**src/rtl/alu_seq_ctrl_pkg.sv**
```systemverilog
// Shared definitions for the register-file/ALU command sequencer:
// state encoding, default datapath widths and the protected register address.
package alu_seq_ctrl_pkg;

  // Default datapath geometry
  localparam int DATA_W_DEF = 32;
  localparam int ADDR_W_DEF = 5;
  localparam int OP_W_DEF   = 3;

  // Register 0 is the hard-wired/protected register
  localparam int R0_ADDR = 0;

  // Binary-encoded sequencer states
  typedef enum logic [2:0] {
    ST_IDLE  = 3'd0,
    ST_READ  = 3'd1,
    ST_EXEC  = 3'd2,
    ST_WRITE = 3'd3,
    ST_DONE  = 3'd4
  } state_e;

  // True when a write to the given register must be dropped
  function automatic logic wr_blocked(input logic protect_r0, input logic rd_is_r0);
    return protect_r0 & rd_is_r0;
  endfunction

endpackage

```
**src/rtl/alu_seq_ctrl.sv**
```systemverilog
// Multi-cycle sequencer for the register-file + ALU datapath.
// Accepts one command per valid/ready handshake, steers read/write addresses
// and the ALU opcode, captures the ALU result/flags and writes the result back.
// Load-immediate commands skip the read/execute phases and write Cmd_Imm directly.
// Every output is a flop so downstream logic sees glitch-free controls.
module alu_seq_ctrl
  import alu_seq_ctrl_pkg::*;
#(
  parameter int DATA_W     = DATA_W_DEF,
  parameter int ADDR_W     = ADDR_W_DEF,
  parameter int OP_W       = OP_W_DEF,
  parameter bit PROTECT_R0 = 1'b1
) (
  input  logic              Clk,
  input  logic              Reset,
  input  logic              Cmd_Valid,
  output logic              Cmd_Ready,
  input  logic              Cmd_Load,
  input  logic [OP_W-1:0]   Cmd_ALU_OP,
  input  logic [ADDR_W-1:0] Cmd_Rd,
  input  logic [ADDR_W-1:0] Cmd_Ra,
  input  logic [ADDR_W-1:0] Cmd_Rb,
  input  logic [DATA_W-1:0] Cmd_Imm,
  output logic [ADDR_W-1:0] R_Addr_A,
  output logic [ADDR_W-1:0] R_Addr_B,
  output logic [ADDR_W-1:0] Addr,
  output logic              Write_Reg,
  output logic [DATA_W-1:0] W_Data,
  output logic [OP_W-1:0]   ALU_OP,
  input  logic [DATA_W-1:0] ALU_F,
  input  logic              ALU_ZF,
  input  logic              ALU_OF,
  output logic [DATA_W-1:0] Result,
  output logic              ZF,
  output logic              OF,
  output logic              Busy,
  output logic              Done
);

  // State and command/result registers
  state_e              state_q,     state_d;
  logic [ADDR_W-1:0]   ra_q,        ra_d;
  logic [ADDR_W-1:0]   rb_q,        rb_d;
  logic [ADDR_W-1:0]   rd_q,        rd_d;
  logic [OP_W-1:0]     op_q,        op_d;
  logic [DATA_W-1:0]   w_data_q,    w_data_d;
  logic [DATA_W-1:0]   result_q,    result_d;
  logic                zf_q,        zf_d;
  logic                of_q,        of_d;
  logic                write_reg_q, write_reg_d;
  logic                busy_q,      busy_d;
  logic                done_q,      done_d;
  logic                cmd_ready_q, cmd_ready_d;
  logic                accept_s;
  logic                rd_is_r0_s;

  // Next-state logic and command handshake
  always_comb begin
    state_d  = state_q;
    accept_s = 1'b0;
    case (state_q)
      ST_IDLE: begin
        if (Cmd_Valid && cmd_ready_q) begin
          accept_s = 1'b1;
          state_d  = Cmd_Load ? ST_WRITE : ST_READ;
        end else begin
          state_d  = ST_IDLE;
        end
      end
      ST_READ:  state_d = ST_EXEC;
      ST_EXEC:  state_d = ST_WRITE;
      ST_WRITE: state_d = ST_DONE;
      ST_DONE:  state_d = ST_IDLE;
      default:  state_d = ST_IDLE;
    endcase
  end

  // Command latch, result capture and flag update
  always_comb begin
    ra_d     = ra_q;
    rb_d     = rb_q;
    rd_d     = rd_q;
    op_d     = op_q;
    w_data_d = w_data_q;
    result_d = result_q;
    zf_d     = zf_q;
    of_d     = of_q;
    if (accept_s) begin
      ra_d = Cmd_Ra;
      rb_d = Cmd_Rb;
      rd_d = Cmd_Rd;
      op_d = Cmd_ALU_OP;
      // A load goes straight to WRITE, so its data is staged at accept time
      if (Cmd_Load) begin
        w_data_d = Cmd_Imm;
      end else begin
        w_data_d = w_data_q;
      end
    end else if (state_q == ST_EXEC) begin
      // ALU output settled during READ/EXEC; w_data_q doubles as result register
      w_data_d = ALU_F;
      zf_d     = ALU_ZF;
      of_d     = ALU_OF;
    end else if (state_q == ST_WRITE) begin
      // Result tracks the written value even when the write is suppressed
      result_d = w_data_q;
    end else begin
      result_d = result_q;
    end
  end

  // Output controls computed from the state being entered, so they are flops
  always_comb begin
    rd_is_r0_s  = (rd_d == ADDR_W'(R0_ADDR));
    write_reg_d = (state_d == ST_WRITE) && !wr_blocked(PROTECT_R0, rd_is_r0_s);
    busy_d      = (state_d != ST_IDLE);
    done_d      = (state_d == ST_DONE);
    cmd_ready_d = (state_d == ST_IDLE);
  end

  // State register; reset aborts any command in flight
  always_ff @(posedge Clk or negedge Reset) begin
    if (!Reset) begin
      state_q <= ST_IDLE;
    end else begin
      state_q <= state_d;
    end
  end

  // Command, result and output registers
  always_ff @(posedge Clk or negedge Reset) begin
    if (!Reset) begin
      ra_q        <= {ADDR_W{1'b0}};
      rb_q        <= {ADDR_W{1'b0}};
      rd_q        <= {ADDR_W{1'b0}};
      op_q        <= {OP_W{1'b0}};
      w_data_q    <= {DATA_W{1'b0}};
      result_q    <= {DATA_W{1'b0}};
      zf_q        <= 1'b0;
      of_q        <= 1'b0;
      write_reg_q <= 1'b0;
      busy_q      <= 1'b0;
      done_q      <= 1'b0;
      cmd_ready_q <= 1'b0;
    end else begin
      ra_q        <= ra_d;
      rb_q        <= rb_d;
      rd_q        <= rd_d;
      op_q        <= op_d;
      w_data_q    <= w_data_d;
      result_q    <= result_d;
      zf_q        <= zf_d;
      of_q        <= of_d;
      write_reg_q <= write_reg_d;
      busy_q      <= busy_d;
      done_q      <= done_d;
      cmd_ready_q <= cmd_ready_d;
    end
  end

  assign Cmd_Ready = cmd_ready_q;
  assign R_Addr_A  = ra_q;
  assign R_Addr_B  = rb_q;
  assign Addr      = rd_q;
  assign ALU_OP    = op_q;
  assign Write_Reg = write_reg_q;
  assign W_Data    = w_data_q;
  assign Result    = result_q;
  assign ZF        = zf_q;
  assign OF        = of_q;
  assign Busy      = busy_q;
  assign Done      = done_q;

endmodule

```
**config.mk**
```make
export PLATFORM = sky130hd
export DESIGN_NAME = alu_seq_ctrl
export DESIGN_NICKNAME = d
export VERILOG_FILES = /design/src/rtl/alu_seq_ctrl_pkg.sv /design/src/rtl/alu_seq_ctrl.sv
export SDC_FILE = /design/constraint.sdc
export NUM_CORES = 1
export LEC_CHECK = 0
export BUFFER_PORTS_ARGS = -buffer_cell sky130_fd_sc_hd__buf_2
export CAP_MARGIN = 20
export CORE_AREA = 4 4 101 103
export DETAILED_ROUTE_END_ITERATION = 16
export DIE_AREA = 0 0 105 107
export GPL_TIMING_DRIVEN = 0
export MAX_ROUTING_LAYER = met4
export PLACE_DENSITY = 0.76
export SLEW_MARGIN = 20
export SYNTH_ARGS = -nofsm -noshare
export SYNTH_HDL_FRONTEND = slang
export SYNTH_SLANG_ARGS = --single-unit
```
**constraint.sdc**
```tcl
create_clock -name Clk -period 1.6 [get_ports Clk]
set_clock_uncertainty 0.05 [all_clocks]
set_input_delay 0.16 -clock Clk [delete_from_list [all_inputs] [get_ports Clk]]
set_output_delay 0.16 -clock Clk [all_outputs]
set_load 0.01 [all_outputs]
```
# Yosys cells after proc, flatten, opt, wreduce, memory -nomap -nowiden
# Index checks and enable logic that the tools add are counted.
dict set report word_totals {
  reg_bits 91
  latch_bits 0
  ramBits 0
  mem_bits_ro 0
  memories 0
}
dict set report op_classes {
  n_addsub 0
  mul 0
  n_div 0
  magnitude_cmp 0
  eq_ne 6
  shift 0
  muxes 9
  bitwise_logic 2
  reduce_logical 11
}
# cell n
set ops {}
lappend ops {{2-to-1 mux 32 bit} 3}
lappend ops {{case mux 3 bit (4 select lines)} 1}
lappend ops {{== test 3 x 2 -> 1 bit, second input constant} 3}
lappend ops {{zero test 3 bit} 2}
lappend ops {{zero test 5 bit} 1}
lappend ops {{2-to-1 mux 5 bit} 1}
lappend ops {{2-to-1 mux 2 bit} 2}
lappend ops {{AND reduction 2 bit} 2}
lappend ops {{== test 3 x 1 -> 1 bit, second input constant} 1}
lappend ops {{== test 3 bit, second input constant} 1}
lappend ops {{AND reduction 3 bit} 1}
lappend ops {{nonzero test 3 bit} 1}
lappend ops {{logical AND 1 bit} 2}
lappend ops {{2-to-1 mux 1 bit} 2}
lappend ops {{!= test 2 bit, second input constant} 1}
lappend ops {{inverter 1 bit} 2}
lappend ops {{nonzero test 2 bit} 1}
lappend ops {{zero test 1 bit} 1}

# Depth between registers and ports, before layout
dict set report logic_depth {
  word_depth 7
  depth_mapped 6
  ltp_nobuf 4
}

# Worst setup path after synthesis
# OpenSTA, ideal clock, no wires.
dict set report synth_path {
  path_kind {register to register}
  start {register state_q[2]}
  end {register op_q[2] (netlist: ALU_OP[2])}
  setup_ns 0.125
  arrival_time_ns 1.394
  setup_slack_ns 0.031
  stages_incl_launch_ff 6
  path_buffers 2
  synth_period_minus_slack_ns 1.569
  path_cell_list {dfrtp_1 -> and4bb_4 -> and2_4 -> buf_6 -> buf_6 -> mux2_4}
}
dict set report synth_via {
  elab_chain_len 2
}
# item line_no
set synth_lines {}
lappend synth_lines {{from (decl)} alu_seq_ctrl.sv:41} ;# state_e state_q, state_d;
lappend synth_lines {{from (signal assigned)} alu_seq_ctrl.sv:126} ;# state_q <= state_d;
lappend synth_lines {{zero test 3 bit} alu_seq_ctrl.sv:61} ;# case (state_q)
lappend synth_lines {{2-to-1 mux 1 bit} alu_seq_ctrl.sv:61}
lappend synth_lines {{to (signal assigned)} alu_seq_ctrl.sv:136} ;# op_q <= {OP_W{1'b0}};
lappend synth_lines {{to (signal assigned)} alu_seq_ctrl.sv:149} ;# op_q <= op_d;
lappend synth_lines {{to (decl)} alu_seq_ctrl.sv:45} ;# logic [OP_W-1:0] op_q, op_d;
# No other way between the ends.
# A chain may end at the register's enable or synchronous reset.

# Final worst setup path
dict set report layout_path {
  start {register state_q[0]}
  end {register of_q (netlist: OF)}
}
dict set report layout_via {
  elab_chain_len 4
}
# item line_no
set layout_lines {}
lappend layout_lines {{zero test 3 bit} alu_seq_ctrl.sv:61}
lappend layout_lines {{2-to-1 mux 1 bit} alu_seq_ctrl.sv:61}
lappend layout_lines {{inverter 1 bit (no line)} -}
lappend layout_lines {{AND reduction 2 bit (no line) *} -}
lappend layout_lines {{to (signal assigned)} alu_seq_ctrl.sv:140} ;# of_q <= 1'b0;
lappend layout_lines {{to (signal assigned)} alu_seq_ctrl.sv:153} ;# of_q <= of_d;
lappend layout_lines {{to (decl)} alu_seq_ctrl.sv:49} ;# logic of_q, of_d;
# Every way passes the cells marked *; elsewhere a longest branch is shown, timed or not.

==> summary.md <==
| Metric | Value |
|---|---|
| IO Pins | 176 |
| Drc violations | 0 |
| Width of the die | 105 µm |
| Vias/cell | ~5.3 |
| Reg clk slew, reported paths | ~100 ps |
| Post-synthesis sequential area ratio | 0.590 |
| Vias in the first global route | approximately 3,300 |
| Yosys cell types | 27 |
| Gr usage total | 0.197 |
| Max-cap violation count | 0 |
| Final critical-path share of the clock period | 1.01 |
| Util after Layout | 0.604 |
| First-pass GRT wire length | 17.0 mm |
| PwrDens | 2210 nW/µm² |
| Synth area leaders | dfrtp_1 (59%), o221a_2 (8.5%), o22a_1 (7.3%) |
| Relative slew slack | 0.652 |
| Share of cells above drive strength 1 | 0.607 |
| Gr ovfl total | 0 |
| Final WL | 10.8 mm |
| Skew-Pair Late Insertion Delay | 350 ps |
| Initial antenna violation count | 0 |
| Synth area leader | dfrtp_1 |
| Drt initial violations | 138 |
| HPWL after DPL | about 7.5 mm |
| Vias | 3,082 |
| Worst Path Arrival | 1810 ps |
| Worst hold slack | 16.0 ps |
| Failing checks | setup timing |
| Die Footprint | around 11,000 µm² |
| Wire per inst | 18.5 µm |
| CTS Root Cell | clkbuf_8 |
| Rows | 35 |
| RePlAce Congestion | 0.747 |
| Worst min path class | input pin to flip-flop |
| Syn Inst Count | 250 |
| Die H | 107 µm |
| Htree depth | 3 |
| Syn Nets | 338 |
| Largest net degree at the start of global routing | 55 |
| Drt pass-1 iters | 4 |
| WS Path Type | flip-flop to flip-flop |
| Leak | ~0.0026 µW |
| Pre-CTS setup slack | -70.6 ps |
| Maximum vdd drop | 0.989 mV |
| Number of synthesized register bits | 91 |
| CTS tree | built |
| Filler cells | 751 |
| Fmax | 619 MHz |
| Result of the run | finished with violations |
| Pwr Total | about 12,000 µW |
| Syn avg cell area | 15.4 µm² |
| Worst-path fanout max | 7 |
| CTS Sinks | 91 |
| Final hold vios | 0 |
| Worst Max-Slew Pin Slew | 522 ps |
| Synthesized area | 3860 µm² |
| N_diodes | 0 |
| Startpoint Class | flip-flop |
| Nets | 556 |
| Fin. max-slew vios | 0 |
| Area grow syn2layout | 44.0% |
| Unrepaired setup endpoints after global routing | yes |
| Req. time, crit path | ~1800 ps |
| Critical Path End Type | flip-flop |
| Final ANT Viol Nets | 0 |
| Initial Util | 0.420 |
| Core Area | 9200 µm² |
| Setup ws final | -16.0 ps |
| Cts bufs inserted | 9 |
| Endpoints failing setup | 4 |
| Clk buf depth | 2 |
| Setup TNS | -23.7 ps |
| Total number of yosys warnings | 0 |
| Post-synth top area share | 0.590 |
| Buffers on Ports | about 180 |
| Minimum clock period after layout | 1620 ps |
## worst paths after layout
| check | slack [ps] | depth (start not counted) | endpoint | start |
|---|---|---|---|---|
| max in group asynchronous | 590 | 3 | W_Data[29] | Reset |
| max reg2reg | -20 | 4 | OF | state_q[0] |
| min in group asynchronous | 270 | 2 | OF | Reset |
| min | 20 | 2 | Addr[1] | Cmd_Rd[1] |
| min reg2reg | 440 | 1 | Result[23] | Result[23] |
| max | -20 | 4 | OF | state_q[0] |
## critical path, cell delays in order (launching register included)
cell       delay, ps
dfrtp_2          450
or3b_4           400
buf_12           170
clkbuf_16        150
mux2_4           300
## timing repair
item,4_1_cts,5_1_grt
hold buffers,21,3
setup buffers,3,2
setup endpoints to repair,56,77
pin swaps,0,22
resized for setup,10,27
hold endpoints to repair,57,3
cloned,0,4
## registers in the layout (all words and copies together) (netlist names)
signal	cells
state_q	3
Done	1
ZF	1
Write_Reg	1
R_Addr_A	5
Result	32
Busy	1
ALU_OP	3
Addr	5
Cmd_Ready	1
OF	1
R_Addr_B	5
W_Data	32
## metal layers
layer | track usage | share of wire | vias up
met5 | - | 0 | -
met4 | 0.0872 | 0.024 | 0
met3 | 0.0373 | 0.046 | 22
met2 | 0.321 | 0.50 | 106
met1 | 0.241 | 0.43 | 1545
li1 | - | - | 1409
## synth_stat cells, drive strengths merged
library cell	n
dfrtp	91
mux2	52
o221a	32
o22a	32
buf	18
clkbuf	3
inv	3
a211oi	2
nand2	2
nand2b	2
nor2	2
or4	2
a21oi	1
a31o	1
and2	1
and4bb	1
nand3	1
nor2b	1
o21bai	1
or2	1
or3b	1
## through the flow
stage               cell area, µm²  instances
CTS                           5360        576
global placement              4870        536
finish                        5560        584
detailed placement            4900        537
floorplan                     3860        250
global route                  5560        584
## report_power, final
| part | switching (µW) | leakage, µW | internal, µW |
|---|---|---|---|
| clock network | 840 | 0.0000922 | 772 |
| registers | 828 | 0.00107 | 3520 |
| logic | 2740 | 0.00148 | 3590 |
| total | 4410 | 0.00264 | 7880 |
## cell type report
class,count,area (µm²),area share
buffer,19,216,0.0389
sequential,91,2280,0.410
tap,111,139,0.0250
timing repair buffer,209,1260,0.227
clock buffer,11,141,0.0254
inverter,3,13.8,0.00248
multi-input combinational,135,1440,0.260
clock inverter,5,61.3,0.0110
## logic make-up (layout without fill, tap and decap cells)
logic type,after synthesis,count (layout),synth area share
compound gates,69,69,0.175
mux,52,52,0.169
simple gates,14,14,0.0243
buf+inv,24,247,0.0412
flops,91,91,0.590
## placed cells by master (no fill, tap or decap), types with 2 or more instances in the layout
cell,netlist,final
buf_2,10,176
dfrtp_1,91,90
o22a_1,32,32
o221a_2,29,29
dlygate4sd3_1,0,24
mux2_1,22,22
mux2_4,18,18
mux2_2,12,12
clkbuf_8,0,10
buf_4,1,7
buf_12,0,4
clkbuf_4,0,4
buf_8,0,3
clkbuf_2,0,3
buf_6,7,3
o221a_1,3,3
clkinvlp_4,0,3
clkbuf_16,0,3
inv_1,2,2
nand2_1,2,2
nand2b_1,2,2
or4_1,2,2
a211oi_1,2,2
No activity file was read; power rests on OpenSTA's default activity.
